$ cat src/rtl/multi_clk_divider.sv
// multi_clk_divider: N-channel programmable clock divider.
// Each channel divides clk by (period+1) with a programmable high time.
// New settings arrive over a valid/ready port, wait in a shadow register
// and are applied only at a period boundary, so clk_out never shows a runt pulse.
// clk_out and tick are flops loaded from next-state values (no combinational
// path to the pins).

module multi_clk_divider #(
    parameter int NCH        = 4,
    parameter int WIDTH      = 26,
    parameter int DEF_PERIOD = 59999999,
    parameter int DEF_HIGH   = 30000000,
    localparam int CW        = (NCH > 1) ? $clog2(NCH) : 1
) (
    input  logic             clk,
    input  logic             rst,
    input  logic [NCH-1:0]   en,
    input  logic             cfg_valid,
    output logic             cfg_ready,
    input  logic [CW-1:0]    cfg_chan,
    input  logic [WIDTH-1:0] cfg_period,
    input  logic [WIDTH-1:0] cfg_high,
    output logic [NCH-1:0]   clk_out,
    output logic [NCH-1:0]   tick,
    output logic [NCH-1:0]   busy
);

    localparam logic [WIDTH-1:0] DEF_P = WIDTH'(DEF_PERIOD);
    localparam logic [WIDTH-1:0] DEF_H = WIDTH'(DEF_HIGH);

    logic [NCH-1:0] pend_v;

    // A channel can take a new config only once its previous one has been
    // applied; channel numbers beyond NCH match nothing and are always ready.
    always_comb begin
        cfg_ready = 1'b1;
        for (int i = 0; i < NCH; i++) begin
            if (cfg_chan == CW'(i)) begin
                cfg_ready = !pend_v[i];
            end
        end
    end

    for (genvar i = 0; i < NCH; i++) begin : g_ch
        logic [WIDTH-1:0] cnt;
        logic [WIDTH-1:0] p_act;
        logic [WIDTH-1:0] h_act;
        logic [WIDTH-1:0] p_pend;
        logic [WIDTH-1:0] h_pend;
        logic             pend;
        logic             en_q;
        logic             clk_q;
        logic             tick_q;

        logic             accept;
        logic             apply;
        logic [WIDTH-1:0] cnt_n;
        logic [WIDTH-1:0] p_n;
        logic [WIDTH-1:0] h_n;

        // Next-state values; tick_q marks that the current cycle is the wrap
        // cycle, so it doubles as the period boundary for applying a shadow config.
        always_comb begin
            accept = cfg_valid && !pend && (cfg_chan == CW'(i));
            apply  = pend && (!en[i] || tick_q);
            p_n    = apply ? p_pend : p_act;
            h_n    = apply ? h_pend : h_act;
            if (!en[i] || !en_q || tick_q) begin
                cnt_n = '0;
            end else begin
                cnt_n = cnt + WIDTH'(1);
            end
        end

        // Channel state: counter, active/shadow settings and registered outputs.
        always_ff @(posedge clk) begin
            if (rst) begin
                cnt    <= '0;
                p_act  <= DEF_P;
                h_act  <= DEF_H;
                p_pend <= '0;
                h_pend <= '0;
                pend   <= 1'b0;
                en_q   <= 1'b0;
                clk_q  <= 1'b0;
                tick_q <= 1'b0;
            end else begin
                cnt    <= cnt_n;
                p_act  <= p_n;
                h_act  <= h_n;
                en_q   <= en[i];
                clk_q  <= en[i] && (cnt_n < h_n);
                tick_q <= en[i] && (cnt_n == p_n);
                if (accept) begin
                    p_pend <= cfg_period;
                    h_pend <= cfg_high;
                    pend   <= 1'b1;
                end else if (apply) begin
                    pend   <= 1'b0;
                end
            end
        end

        assign pend_v[i]  = pend;
        assign clk_out[i] = clk_q;
        assign tick[i]    = tick_q;
        assign busy[i]    = pend;
    end

endmodule

$ cat config.mk
export PLATFORM = sky130hd
export DESIGN_NAME = multi_clk_divider
export DESIGN_NICKNAME = d
export VERILOG_FILES = /design/src/rtl/multi_clk_divider.sv
export SDC_FILE = /design/constraint.sdc
export NUM_CORES = 1
export LEC_CHECK = 0
export BUFFER_PORTS_ARGS = -buffer_cell sky130_fd_sc_hd__buf_4
export CELL_PAD_IN_SITES_DETAIL_PLACEMENT = 0
export CELL_PAD_IN_SITES_GLOBAL_PLACEMENT = 1
export CORE_AREA = 2 2 314 316
export CTS_CLUSTER_SIZE = 14
export DETAILED_ROUTE_END_ITERATION = 7
export DIE_AREA = 0 0 316 318
export GPL_ROUTABILITY_DRIVEN = 0
export PLACE_DENSITY_LB_ADDON = 0.1
export SYNTH_ARGS = -nofsm -noshare
export SYNTH_HDL_FRONTEND = slang
export SYNTH_SLANG_ARGS = --single-unit
$ cat constraint.sdc
create_clock -name clk -period 4.15 [get_ports clk]
set_clock_uncertainty 0.15 [all_clocks]
set_input_delay 0.415 -clock clk [delete_from_list [all_inputs] [get_ports clk]]
set_output_delay 0.415 -clock clk [all_outputs]
set_load 0.05 [all_outputs]
After elaboration in Yosys (flattened, before gate mapping)
Cells that the tools add are included.

word-level totals
  register bits after elaboration = 536
  input bits = 61
  output and inout port bits = 13
  word-level logic and storage cells = 124

operators by class
  add/subtract/negate cells = 4
  $lt $le $gt $ge = 4
  equal/unequal tests = 7
  muxes and demuxes = 24
  reductions and logical operators = 49

operators by type and width
  kind                   count
  $mux 26                12
  $add 26x1->26 const B  4
  $eq 26x26->1           4
  $lt 26x26->1           4
  $logic_and 1x1->1      20
  $logic_not 1->1        12
  $logic_or 1x1->1       12
  $mux 1                 12
  $reduce_bool 2->1      4
  $eq 2x2->1 const B     2
  $eq 2x1->1 const B     1
  $logic_not 2->1        1

Depth between registers and ports, before layout
  depth in word-level cells = 6
  mapped depth = 16
  gate-level depth less buffers = 15

Least setup slack after synthesis
Ideal clock, no wire load.

  kind = input to register
  start = in en[2]
  end = reg g_ch[2].clk_q
  arrival time = 3.314 ns
  required time = 3.909 ns
  setup slack = 0.594 ns
  cell stages on the path = 15
  path through = nand2b_1 -> nand2_1 -> buf_2 -> buf_1 -> buf_2 -> mux2i_1 -> ha_1 -> a21oi_1 -> nor2b_1 -> o21ai_0 -> nand2b_1 -> a21oi_1 -> o221ai_1 -> a21oi_1 -> nor4bb_1

on the way
  longest elaborated chain between the ends = 6
  elaborated cells on any way between the ends = 9

ends and longest elaborated chain
  item                                                   RTL line  RTL
  start, declared                                        17        input logic [NCH-1:0] en,
  $logic_not 1->1                                        65, 68
  $logic_or 1x1->1, on equally long branches             68, 65
  $logic_or 1x1->1 or $logic_and 1x1->1 (tied branches)  68, 65
  $mux 26, on equally long branches                      68, 67
  $lt 26x26->1                                           92        clk_q <= en[i] && (cnt_n < h_n);
  $logic_and 1x1->1 (*)                                  92
  end signal, assigned                                   92
  end, declared                                          52        logic clk_q;

Every way passes the cells marked *; elsewhere a longest branch is shown, timed or not.
A chain may end at the register's enable or synchronous reset.

Worst setup path in the final report
  start = reg g_ch[0].cnt[2]
  end = reg g_ch[0].clk_q

on the way
  longest elaborated chain between the ends = 4

ends and longest elaborated chain
  item                    RTL line  RTL
  start, declared         45        logic [WIDTH-1:0] cnt;
  start signal, assigned  88        cnt <= cnt_n;
  $add 26x1->26           71        cnt_n = cnt + WIDTH'(1);
  $mux 26                 68        if (!en[i] || !en_q || tick_q) begin
  via g_ch[0].cnt_n[11]   57        logic [WIDTH-1:0] cnt_n;
  $lt 26x26->1            92
  $logic_and 1x1->1       92
  end signal, assigned    92
  end, declared           52

The timed path passes the listed nets, and every way through them passes these cells.

==> metrics.md <==
| Metric | Value |
|---|---|
| Post-synthesis mux area share | 8.59% |
| P&R area growth vs syn | 19.3% |
| Post-synth EDFFs | 0 |
| First-pass GRT wire length | 127,000 um |
| GRT overflow | 0 |
| Grt peak-use layer | met2 |
| Initial DRC count | 1,084 |
| Min Tclk post-route | 3.70 ns |
| CTS tree | yes |
| Area leader, netlist | dfxtp_1 |
| Unique masters post-synth | 70 |
| Clock Sinks | 536 |
| Final core utilization | 29.4% |
| Post-route cell area | 0.0287 mm^2 |
| Syn Nets | 2,937 |
| Max Slew Vio Count | 0 |
| Async set or reset register ratio after synthesis | 0% |
| Arr. time, crit path | 4.09 ns |
| GR Layer Usage met3 | 2.46% |
| CTS max path bufs | 3 |
| Main flop type after synthesis | dfxtp_1 |
| Min-delay src | en[2] |
| DRT Wirelength | 86,800 um |
| Synth Area in Simple Gates | 22.7% |
| Worst VDD drop | 0.213 mV |
| H-Tree Depth | 3 |
| Min setup slack post-route | 0.448 ns |
| Setup TNS | 0 ns |
| Setup bufs post-CTS | 0 |
| M2 GR Usage | 27.6% |
| Total global-route track usage | 17.1% |
| RSZ-0062 raised after global routing | false |
| CTS buffer count | 68 |
| Post-DP Area | 0.0259 mm^2 |
| Largest net degree at the start of global routing | 154 |
| CP Data Required Time | 4.53 ns |
| Type of the worst min-delay path | in2reg |
| Static leakage | 12.2 nW |
| Maximum fanout along the worst path | 6 |
| Die width | 316 um |
| First-pass iteration count of the detailed router | 5 |
| Post-CTS resize count | 0 |
| NumNets Final | 3,017 |
| Initial antenna violation count | 9 |
| Slew headroom | 20.6% |
| Via count | 19,000 |
| CP Launch Type | flop |
| Area share of xor/xnor cells in the synthesized design | 5.94% |
| # DRC | 0 |
| Max Clk Rate | 0.270 GHz |
| Sequential-to-total area share from yosys stat | 44.7% |
| Clock Tree Root | clkbuf_16 |
| Final number of setup-violating endpoints | 0 |
| Post-layout power | 12.0 mW |
| Port Buf Inserts | 73 |
| Slew @ Worst Pin | 1.19 ns |
| Detail Route Antenna Nets | 0 |
| Top post-synthesis cells by count | dfxtp_1 (536), nand2_1 (498), a21oi_1 (260), nor2_1 (239), mux2i_1 (205) |
| Worst r2r src | g_ch[0].cnt[2] |
| Outcome | finished clean |
| Post-synthesis adder-cell area fraction | 5.42% |
| CTS hold repair buffers | 52 |
| WL/cell | 20.7 um |
| Compound-cell area share of the yosys netlist | 8.99% |
| Initial Util | 24.7% |
| Largest family of logic cells by synthesized area | simple AND/OR/NAND/NOR gates |
| DIE AREA | 0.100 mm^2 |
| FF+latch count, synth | 536 |
| Hpwl dp | 59,700 um |
| I/O pin total | 74 |
| Top-count cell post-synth | dfxtp_1 |
| Endpoints failing hold | 0 |
| Top cell type's share of synthesized area | 44.7% |
| Worst setup path startpoint | g_ch[0].cnt[2] |
| Clock-pin transition on the worst setup and hold timing paths | 0.06 ns |
| Vias in the first global route | 18,800 |
| Later-pin clock latency in the skew report | 0.61 ns |
| Period Utilization, post-route | 89.2% |
| Ys Warns | 0 |
| FP Rows | 115 |
| DR vias/cell | 4.54 |
| Max-cap check violation count | 0 |
| M1 GR Usage | 23.5% |
| Layout cells sized above 1 | 8.83% |
| Dpl ws | 0.466 ns |
| Synth top area cells | dfxtp_1 (45%), mux2i_1 (8.5%), nand2_1 (7.8%), a21oi_1 (5.4%), ha_1 (5.4%) |
| Pwr dens | 418 mW/mm^2 |
| Post-Syn Area | 0.0240 mm^2 |
| Mapped Avg Cell Area | 8.67 um^2 |
| Die H | 318 um |
| WS Path Type | reg2reg |
| Core Region | 0.0974 mm^2 |
| Setup crit end kind | flop |
| Synth Instances | 2,772 |
## final timing paths
path / depth (start not counted) / to / slack (ns)
worst max-delay path: 12 / g_ch[0].clk_q / 0.45
worst min-delay path: 2 / g_ch[2].en_q / 0.03
worst max register to register: 12 / g_ch[0].clk_q / 0.45
worst min register to register: 2 / g_ch[3].h_pend[4] / 0.30
## cells in the final DEF (no fill, tap or decap), types with 6 or more instances in the layout
cell type        n
a21o_1          22
a21oi_1        260
a31oi_1          6
and2_1          12
and3_1          18
and4_1           9
buf_4          111
clkbuf_1        12
clkbuf_16       69
clkbuf_8         8
clkinv_2        14
dfxtp_1        536
dlygate4sd3_1   52
ha_1           104
inv_1           62
inv_6            6
mux2i_1        205
nand2_1        495
nand2b_1       117
nand3_1         52
nand3b_1         8
nand4_1         61
nor2_1         239
nor2b_1         27
nor3_1          50
nor4_1          30
o21ai_0         27
o21ai_1          7
or3_1            6
xnor2_1        111
xor2_1          52
## cell families (layout without fill, tap and decap cells)
group / Yosys count / in the layout
buf+inv: 220 / 348
simple gates: 1164 / 1164
other cells: 0 / 2
compound gates: 379 / 379
mux: 206 / 206
fa+ha+maj: 104 / 104
xor+xnor: 163 / 163
flops: 536 / 536
## state kept, by name, indices dropped and copies added, names as in the netlist
register     count
g_ch.h_pend    104
g_ch.en_q        4
g_ch.h_act     104
g_ch.cnt       104
g_ch.clk_q       4
g_ch.p_pend    104
g_ch.pend        4
g_ch.p_act     104
g_ch.tick_q      4
## cell type report
class,count,area [um^2]
timing repair buffer,168,1450
multi-input combinational,2016,12400
fill,10300,68800
inverter,62,233
sequential,536,10700
clock inverter,29,304
tap,1287,1610
clock buffer,89,1880
antenna,2,5.00
## stage by stage
step / hold WS (ns) / std cells
floorplan: 0.282 / 2772
global route: 0.0262 / 4187
finish: 0.0323 / 4189
global placement: 0.292 / 4017
CTS: 0.000740 / 4187
detailed placement: 0.296 / 4017
## per-layer routing
metal | vias to the layer above | wire length [um]
met4 | 4 | 2110
met2 | 279 | 39700
met1 | 9080 | 41700
met3 | 111 | 3230
li1 | 9553 | -
met5 | - | 21
## where the power goes
| part | leakage (nW) | internal (mW) | switching (mW) |
|---|---|---|---|
| Combinational | 6.73 | 0.244 | 0.500 |
| Clock | 1.08 | 3.51 | 2.41 |
| Sequential | 4.34 | 5.25 | 0.0552 |
## critical path: stages (launching register included)
cell	delay (ns)
dfxtp_1	0.43
and3_1	0.32
nand4_1	0.35
or3_1	0.42
a21oi_1	0.37
ha_1	0.33
a21o_1	0.18
a21o_1	0.17
a21oi_1	0.18
nor2_1	0.06
a211oi_1	0.29
o311ai_0	0.17
nor3_1	0.19
No activity file was read; power rests on OpenSTA's default activity.
